$ cat src/rtl/dram_cmd_scheduler_if.sv
`default_nettype none
// ============================================================================
// Module      : dram_cmd_scheduler_if
// Description : Request-queue and command-output bundle of the DRAM command
//               scheduler.
// Revision    : 1.0 - initial release
// ============================================================================
interface dram_cmd_scheduler_if;
    logic        req_valid;
    logic [1:0]  req_opcode;
    logic [32:0] req_address;
    logic        req_ready;
    logic        cmd_valid;
    logic [2:0]  cmd_code;
    logic [1:0]  cmd_bg;
    logic [1:0]  cmd_bank;
    logic [14:0] cmd_row;
    logic [7:0]  cmd_col;
    logic        done_valid;
    logic        busy;
    logic [31:0] dram_time;

    modport master (
        output req_valid, req_opcode, req_address,
        input  req_ready, cmd_valid, cmd_code, cmd_bg, cmd_bank, cmd_row,
               cmd_col, done_valid, busy, dram_time
    );

    modport slave (
        input  req_valid, req_opcode, req_address,
        output req_ready, cmd_valid, cmd_code, cmd_bg, cmd_bank, cmd_row,
               cmd_col, done_valid, busy, dram_time
    );
endinterface
`default_nettype wire

$ cat src/rtl/dram_cmd_scheduler.sv
`default_nettype none
// ============================================================================
// Module      : dram_cmd_scheduler
// Description : In-order open-page DRAM command sequencer (ACT/RD/WR/PRE)
//               enforcing DDR4 bank timing in DRAM-cycle units.
// Revision    : 1.0 - initial release
// ============================================================================
module dram_cmd_scheduler #(
    parameter int CLK_RATIO = 2,
    parameter int T_RCD     = 24,
    parameter int T_RP      = 24,
    parameter int T_RAS     = 52,
    parameter int T_CL      = 24,
    parameter int T_CWL     = 20,
    parameter int T_BURST   = 4
) (
    input  wire                  clk,
    input  wire                  rst_n,
    dram_cmd_scheduler_if.slave  bus
);
    localparam int PS_W = (CLK_RATIO > 1) ? $clog2(CLK_RATIO) : 1;
    localparam logic [PS_W-1:0] PS_MAX   = PS_W'(CLK_RATIO - 1);
    localparam logic [31:0]     T_RCD_W  = 32'(T_RCD);
    localparam logic [31:0]     T_RP_W   = 32'(T_RP);
    localparam logic [31:0]     T_RAS_W  = 32'(T_RAS);
    localparam logic [15:0]     RD_LAT   = 16'(T_CL + T_BURST);
    localparam logic [15:0]     WR_LAT   = 16'(T_CWL + T_BURST);

    localparam logic [2:0] ST_IDLE  = 3'd0;
    localparam logic [2:0] ST_CHECK = 3'd1;
    localparam logic [2:0] ST_PRE   = 3'd2;
    localparam logic [2:0] ST_ACT   = 3'd3;
    localparam logic [2:0] ST_RDWR  = 3'd4;
    localparam logic [2:0] ST_DONE  = 3'd5;

    localparam logic [2:0] CMD_ACT = 3'd0;
    localparam logic [2:0] CMD_RD  = 3'd1;
    localparam logic [2:0] CMD_WR  = 3'd2;
    localparam logic [2:0] CMD_PRE = 3'd3;
    localparam logic [1:0] OP_WR   = 2'd1;
    localparam logic [1:0] OP_NOP  = 2'd3;

    logic [2:0]      state_q, state_d;
    logic [PS_W-1:0] prescaler_q;
    logic [31:0]     dram_time_q;
    logic [15:0]     lat_q;
    logic [1:0]      req_op_q, req_bg_q, req_bank_q;
    logic [14:0]     req_row_q;
    logic [7:0]      req_col_q;
    logic            cmd_valid_q, done_valid_q;
    logic [2:0]      cmd_code_q;
    logic [1:0]      cmd_bg_q, cmd_bank_q;
    logic [14:0]     cmd_row_q;
    logic [7:0]      cmd_col_q;

    logic            bank_open_q     [16];
    logic            bank_pre_seen_q [16];
    logic [14:0]     bank_row_q      [16];
    logic [31:0]     bank_act_q      [16];
    logic [31:0]     bank_pre_q      [16];

    logic        w_tick, w_accept, issue_d, done_d;
    logic [2:0]  code_d;
    logic [3:0]  w_idx;
    logic [31:0] w_since_act, w_since_pre;
    logic        w_unused_addr;

    assign w_tick        = (prescaler_q == PS_MAX);
    // A done pulse in flight blocks acceptance so the next request waits for a fresh tick.
    assign w_accept      = rst_n && w_tick && (state_q == ST_IDLE) &&
                           bus.req_valid && !done_valid_q;
    assign w_idx         = {req_bg_q, req_bank_q};
    assign w_since_act   = dram_time_q - bank_act_q[w_idx];
    assign w_since_pre   = dram_time_q - bank_pre_q[w_idx];
    assign w_unused_addr = ^bus.req_address[5:0];

    always_comb begin
        state_d = state_q;
        issue_d = 1'b0;
        code_d  = CMD_ACT;
        done_d  = 1'b0;
        if (w_tick) begin
            case (state_q)
                ST_IDLE:  if (w_accept && bus.req_opcode != OP_NOP) state_d = ST_CHECK;
                ST_CHECK: begin
                    if (!bank_open_q[w_idx])                state_d = ST_ACT;
                    else if (bank_row_q[w_idx] == req_row_q) state_d = ST_RDWR;
                    else                                     state_d = ST_PRE;
                end
                ST_PRE: if (w_since_act >= T_RAS_W) begin
                    issue_d = 1'b1;
                    code_d  = CMD_PRE;
                    state_d = ST_ACT;
                end
                ST_ACT: if (!bank_pre_seen_q[w_idx] || w_since_pre >= T_RP_W) begin
                    issue_d = 1'b1;
                    code_d  = CMD_ACT;
                    state_d = ST_RDWR;
                end
                ST_RDWR: if (w_since_act >= T_RCD_W) begin
                    issue_d = 1'b1;
                    code_d  = (req_op_q == OP_WR) ? CMD_WR : CMD_RD;
                    state_d = ST_DONE;
                end
                ST_DONE: if (lat_q <= 16'd1) begin
                    done_d  = 1'b1;
                    state_d = ST_IDLE;
                end
                default: state_d = ST_IDLE;
            endcase
        end
    end

    always_ff @(posedge clk) begin
        if (!rst_n) begin
            state_q      <= ST_IDLE;
            prescaler_q  <= '0;
            dram_time_q  <= '0;
            lat_q        <= '0;
            req_op_q     <= '0;
            req_bg_q     <= '0;
            req_bank_q   <= '0;
            req_row_q    <= '0;
            req_col_q    <= '0;
            cmd_valid_q  <= 1'b0;
            done_valid_q <= 1'b0;
            cmd_code_q   <= '0;
            cmd_bg_q     <= '0;
            cmd_bank_q   <= '0;
            cmd_row_q    <= '0;
            cmd_col_q    <= '0;
            for (int i = 0; i < 16; i++) begin
                bank_open_q[i]     <= 1'b0;
                bank_pre_seen_q[i] <= 1'b0;
                bank_row_q[i]      <= '0;
                bank_act_q[i]      <= '0;
                bank_pre_q[i]      <= '0;
            end
        end else begin
            prescaler_q  <= w_tick ? '0 : prescaler_q + PS_W'(1);
            if (w_tick) dram_time_q <= dram_time_q + 32'd1;
            state_q      <= state_d;
            cmd_valid_q  <= issue_d;
            done_valid_q <= done_d;

            if (w_accept && bus.req_opcode != OP_NOP) begin
                req_op_q   <= bus.req_opcode;
                req_bg_q   <= bus.req_address[7:6];
                req_bank_q <= bus.req_address[9:8];
                req_row_q  <= bus.req_address[32:18];
                req_col_q  <= bus.req_address[17:10];
            end

            if (issue_d) begin
                cmd_code_q <= code_d;
                cmd_bg_q   <= req_bg_q;
                cmd_bank_q <= req_bank_q;
                cmd_row_q  <= req_row_q;
                cmd_col_q  <= req_col_q;
                case (code_d)
                    CMD_PRE: begin
                        bank_open_q[w_idx]     <= 1'b0;
                        bank_pre_seen_q[w_idx] <= 1'b1;
                        bank_pre_q[w_idx]      <= dram_time_q;
                    end
                    CMD_ACT: begin
                        bank_open_q[w_idx] <= 1'b1;
                        bank_row_q[w_idx]  <= req_row_q;
                        bank_act_q[w_idx]  <= dram_time_q;
                    end
                    CMD_WR:  lat_q <= WR_LAT;
                    default: lat_q <= RD_LAT;
                endcase
            end else if (w_tick && state_q == ST_DONE && lat_q != 16'd0) begin
                lat_q <= lat_q - 16'd1;
            end
        end
    end

    assign bus.req_ready  = w_accept;
    assign bus.cmd_valid  = cmd_valid_q;
    assign bus.cmd_code   = cmd_code_q;
    assign bus.cmd_bg     = cmd_bg_q;
    assign bus.cmd_bank   = cmd_bank_q;
    assign bus.cmd_row    = cmd_row_q;
    assign bus.cmd_col    = cmd_col_q;
    assign bus.done_valid = done_valid_q;
    assign bus.busy       = (state_q != ST_IDLE);
    assign bus.dram_time  = dram_time_q;
endmodule
`default_nettype wire

$ cat src/flat_wrapper.sv
// flat-port wrapper written by rule: the top's interface ports become plain ports
module dram_cmd_scheduler_flat 
#(
    parameter int CLK_RATIO = 2,
    parameter int T_RCD     = 24,
    parameter int T_RP      = 24,
    parameter int T_RAS     = 52,
    parameter int T_CL      = 24,
    parameter int T_CWL     = 20,
    parameter int T_BURST   = 4
)
  (clk, rst_n, bus_req_valid, bus_req_opcode, bus_req_address, bus_req_ready, bus_cmd_valid, bus_cmd_code, bus_cmd_bg, bus_cmd_bank, bus_cmd_row, bus_cmd_col, bus_done_valid, bus_busy, bus_dram_time);
  dram_cmd_scheduler_if bus_i ();
  input  wire clk;
  input  wire rst_n;
  input wire logic [$bits(bus_i.req_valid)-1:0] bus_req_valid;
  input wire logic [$bits(bus_i.req_opcode)-1:0] bus_req_opcode;
  input wire logic [$bits(bus_i.req_address)-1:0] bus_req_address;
  output wire logic [$bits(bus_i.req_ready)-1:0] bus_req_ready;
  output wire logic [$bits(bus_i.cmd_valid)-1:0] bus_cmd_valid;
  output wire logic [$bits(bus_i.cmd_code)-1:0] bus_cmd_code;
  output wire logic [$bits(bus_i.cmd_bg)-1:0] bus_cmd_bg;
  output wire logic [$bits(bus_i.cmd_bank)-1:0] bus_cmd_bank;
  output wire logic [$bits(bus_i.cmd_row)-1:0] bus_cmd_row;
  output wire logic [$bits(bus_i.cmd_col)-1:0] bus_cmd_col;
  output wire logic [$bits(bus_i.done_valid)-1:0] bus_done_valid;
  output wire logic [$bits(bus_i.busy)-1:0] bus_busy;
  output wire logic [$bits(bus_i.dram_time)-1:0] bus_dram_time;
  assign bus_i.req_valid = bus_req_valid;
  assign bus_i.req_opcode = bus_req_opcode;
  assign bus_i.req_address = bus_req_address;
  assign bus_req_ready = bus_i.req_ready;
  assign bus_cmd_valid = bus_i.cmd_valid;
  assign bus_cmd_code = bus_i.cmd_code;
  assign bus_cmd_bg = bus_i.cmd_bg;
  assign bus_cmd_bank = bus_i.cmd_bank;
  assign bus_cmd_row = bus_i.cmd_row;
  assign bus_cmd_col = bus_i.cmd_col;
  assign bus_done_valid = bus_i.done_valid;
  assign bus_busy = bus_i.busy;
  assign bus_dram_time = bus_i.dram_time;
  dram_cmd_scheduler #(.CLK_RATIO(CLK_RATIO), .T_RCD(T_RCD), .T_RP(T_RP), .T_RAS(T_RAS), .T_CL(T_CL), .T_CWL(T_CWL), .T_BURST(T_BURST)) u_core (.clk(clk), .rst_n(rst_n), .bus(bus_i));
endmodule
$ cat config.mk
export PLATFORM = sky130hd
export DESIGN_NAME = dram_cmd_scheduler_flat
export DESIGN_NICKNAME = d
export VERILOG_FILES = /design/src/rtl/dram_cmd_scheduler_if.sv /design/src/rtl/dram_cmd_scheduler.sv /design/src/flat_wrapper.sv
export SDC_FILE = /design/constraint.sdc
export NUM_CORES = 2
export LEC_CHECK = 0
export CORE_MARGIN = 10
export CORE_UTILIZATION = 35
export CTS_BUF_LIST = sky130_fd_sc_hd__clkbuf_2 sky130_fd_sc_hd__clkbuf_4 sky130_fd_sc_hd__clkbuf_8
export DETAILED_ROUTE_END_ITERATION = 6
export GPL_TIMING_DRIVEN = 0
export MAX_ROUTING_LAYER = met4
export PLACE_DENSITY = 0.57
export SETUP_SLACK_MARGIN = 0.2
export SLEW_MARGIN = 20
export SYNTH_ARGS = -nofsm -noshare
export SYNTH_HDL_FRONTEND = slang
export SYNTH_SLANG_ARGS = --single-unit
$ cat constraint.sdc
create_clock -name clk -period 10.08 [get_ports clk]
set_input_delay 2.52 -clock clk [delete_from_list [all_inputs] [get_ports clk]]
set_output_delay 2.52 -clock clk [all_outputs]
set_load 0.05 [all_outputs]
==> flow_summary.yaml <==
clock_network:
  clk-insertion-delay-late_ps: 990
  tritoncts.num_buffers: 226
  tritoncts: "built"
  h-tree-depth: 4
  clk_pin_slew_worst_paths_ps: 60
  numClockSinks: 1412
  clk_path_buf_depth: 3
  cts.root.buffer_cell: "sky130_fd_sc_hd__clkbuf_8"
  ctsHoldBuffers: 0
synthesis:
  syn_inst: 4795
  synthesis.area_mm2: 0.06775
  yosys.cell_count.top_type: "sky130_fd_sc_hd__and2_1"
  synth_cell_types: 85
  seq_area_frac_synth: 0.6040
  synth_nets: 4905
  synthDominantCellAreaShare: 0.5602
  ys.warnings.count: 0
  yosysTopAreaCell: "sky130_fd_sc_hd__edfxtp_1"
  synthesis.area_per_instance_um2: 14.13
  post_synth_most_frequent_cells: "sky130_fd_sc_hd__and2_1 (1266), sky130_fd_sc_hd__edfxtp_1 (1264), sky130_fd_sc_hd__mux4_2 (404)"
  most_used_dff_post_synth: "sky130_fd_sc_hd__edfxtp_1"
  async_reset_ff_frac: 0
  synth_edf_count: 1264
  netlist_top_cells_area: "sky130_fd_sc_hd__edfxtp_1 (56%), sky130_fd_sc_hd__mux4_2 (13%), sky130_fd_sc_hd__and2_1 (12%)"
  postSynthRegisterBits: 1412
routing:
  final_antenna_net_count: 0
  dr_vias: 44188
  dr.pass1.iters: 7
  routedWlPerCell_um: 30.94
  avgViaCountPerCell: 5.574
  detailedRoute.firstIterationViolations: 6141
  routed_wl_um: 245300
  remaining_drc_errors: 0
global_routing:
  grt_pass1_wl_um: 338100
  globalRouteOverflowTotal: 0
  global_route.usage.total: 0.2326
  grt_start_max_net_pins: 36
  via_count_of_the_first_global_routing_pass: 43164
  grt_antenna_before_repair: 13
floorplanning:
  chipWidth_um: 460.0
  top_level_ports: 104
  core-area_mm2: 0.1926
  die_h_um: 460.0
  std_cell_rows: 161
  initial_core_util: 0.3518
  floorplan.die_area_mm2: 0.2116
worst_setup_path:
  worstSetupStartpointType: "flop"
  timing.critical_path.fanout_max: 28
  timing.critical_path.mode_cell: "sky130_fd_sc_hd__clkbuf_2"
  crit_family: "buffers and inverters"
  r2r_setup_slk_ps: 360
  critPathMaxStageDelay_ps: 610
  endpoint_kind_of_the_worst_setup_timing_path: "flop"
  critical_path_buf_inv_count: 9
  crit_slowest_cell: "sky130_fd_sc_hd__clkbuf_2"
  critical_path_required_ps: 10720
  critPathKind: "flop to flop"
  data_arrival_time_of_the_worst_path_ps: 10360
timing:
  min_period_over_period: 0.9644
  max_clock_freq_mhz: 102.9
  drv_slew: 0
  finalCriticalPeriod_ps: 9721
  hold_vio_cnt_final: 0
  worst_pin_slew_ps: 1269
  final_setup_margin_ps: 359.2
  grt_setup_unrepaired: "no"
  setup_viol: 0
  fin_worst_skew_ps: 72.59
  max-slew-margin-rel: 0.1527
layout:
  multiInputGateArea_mm2: 0.02499
  design_area_mm2: 0.07827
  syn_to_final_growth_pct: 15.52
  post_route_cells_drive_above_1_share: 0.2097
  finalNetCount: 5313
  ff_latch_area_mm2: 0.04093
  final.fill_count: 18041
power:
  netSwitchingFraction: 0.2426
  clock_power_share: 0.406
  net_switching_power_uw: 3016
  power.density_cell_area_mw_per_mm2: 158.9
  internal_power_uw: 9419
  power_frac_seq: 0.529
  peak_supply_drop_uv: 133.3
  cellLeakagePower_uw: 0.02793
  share_comb_of_total_power: 0.065
min_path:
  timing.hold.worst.class: "flop to flop"
outcome:
  run_status: "completed"
placement:
  dp_hpwl_um: 166400
  post-place-ws_ps: -2492
  place.port_buffers: 95
  placed_area_mm2: 0.07269
  finalWeightedCongestion: 0.8813
run:
  maxCapViolations: 0
==> per-stage QoR <==
step / hold slack, ps / power (uW) / utilization / instances / TNS, ps
2_1_floorplan: 420.4 / 7117 / - / 4795 / 0
5_1_grt: 460.6 / 12770 / 0.4063 / 7917 / 0
3_3_place_gp: 427.1 / 7440 / 0.3732 / 7416 / -9996870
3_5_place_dp: 439.7 / 7462 / 0.3775 / 7437 / -3967510
4_1_cts: 451.5 / 12440 / 0.4039 / 7886 / 0
6_report: 448.3 / 12430 / 0.4064 / 7927 / 0
==> path summary, 6_finish.rpt <==
path | from | to | cells past startpoint
worst max-delay path | flop | u_core.bank_act_q[13][5] | 27
worst min-delay path | u_core.bank_open_q[6] | u_core.bank_open_q[6] | 2
worst max register to register | flop | u_core.bank_act_q[13][5] | 27
worst min register to register | u_core.bank_open_q[6] | u_core.bank_open_q[6] | 2
==> registers in the layout (all words and copies together) (netlist names), 3 cells and up, named ones only <==
| name | flops |
|---|---|
| u_core.bank_row_q | 240 |
| u_core.bus.cmd_col | 8 |
| u_core.bank_pre_seen_q | 16 |
| u_core.bank_act_q | 512 |
| u_core.bus.cmd_row | 15 |
| u_core.req_row_q | 15 |
| u_core.bank_pre_q | 512 |
| u_core.state_q | 3 |
| u_core.bank_open_q | 16 |
| u_core.req_col_q | 8 |
| u_core.lat_q | 16 |
| u_core.bus.dram_time | 32 |
==> power groups by stage <==
| stage | Combinational (uW) | Clock (uW) | Sequential, uW |
|---|---|---|---|
| floorplan | 427 | 0 | 6690 |
| global placement | 719 | 0 | 6720 |
| detailed placement | 757 | 0 | 6700 |
| CTS | 778 | 5080 | 6580 |
| global route | 840 | 5330 | 6590 |
| finish | 808 | 5050 | 6580 |
==> cells in the final DEF (no fill, tap or decap), types with 44 or more instances in the layout <==
cell type | synthesis | layout
sky130_fd_sc_hd__clkbuf_8 | 0 | 244
sky130_fd_sc_hd__buf_6 | 45 | 49
sky130_fd_sc_hd__edfxtp_1 | 1264 | 1264
sky130_fd_sc_hd__clkinv_1 | 0 | 44
sky130_fd_sc_hd__nor2_1 | 120 | 118
sky130_fd_sc_hd__buf_2 | 45 | 47
sky130_fd_sc_hd__and2_1 | 1266 | 1266
sky130_fd_sc_hd__a21oi_1 | 146 | 144
sky130_fd_sc_hd__inv_1 | 94 | 94
sky130_fd_sc_hd__nand2_1 | 234 | 234
sky130_fd_sc_hd__ha_1 | 70 | 70
sky130_fd_sc_hd__clkbuf_2 | 1 | 44
sky130_fd_sc_hd__o21ai_0 | 71 | 66
sky130_fd_sc_hd__dfxtp_1 | 148 | 140
sky130_fd_sc_hd__clkbuf_4 | 0 | 102
sky130_fd_sc_hd__mux4_2 | 404 | 404
sky130_fd_sc_hd__buf_4 | 2 | 52
sky130_fd_sc_hd__clkdlybuf4s50_1 | 0 | 95
sky130_fd_sc_hd__clkbuf_1 | 298 | 248
==> cell families after synthesis <==
family          Yosys count  synth area share
simple gates           1879            0.1621
buf+inv                 529           0.03526
fa+ha+maj                72           0.01352
other cells               1        0.00005535
xor+xnor                 73          0.009437
compound gates          412           0.03941
mux                     417            0.1363
flops                  1412            0.6040
==> routing by layer <==
layer,global-route usage,up-vias,wire [um]
met5,-,-,0
met4,0.08296,0,8946
met3,0.06584,389,26960
met2,0.3411,2456,109500
met1,0.3082,22913,99910
li1,-,18430,-
==> worst min-delay path, delay by kind of cell (launching register included) <==
| family | cells | cell delay (ps) |
|---|---|---|
| DFF | 1 | 310 |
| AOI/OAI and AO/OA | 1 | 50 |
| and+or+nand+nor | 1 | 50 |
==> repair_timing <==
action | in CTS | in global routing
gates cloned | 10 | 4
resized for setup | 73 | 39
endpoints found under the setup margin | 2606 | 1668
setup buffers | 27 | 24
pin swaps | 6 | 4
endpoints found under the hold margin | 0 | 0
==> area by class of cell <==
type / count / area share
sequential: 1412 / 0.5229
multi-input combinational: 2868 / 0.3193
clock buffer: 338 / 0.05192
tap: 2526 / 0.04038
buffer: 433 / 0.02815
timing repair buffer: 168 / 0.02662
clock inverter: 75 / 0.005787
inverter: 94 / 0.004508
antenna: 13 / 0.0004156
No activity file was read; power rests on OpenSTA's default activity.
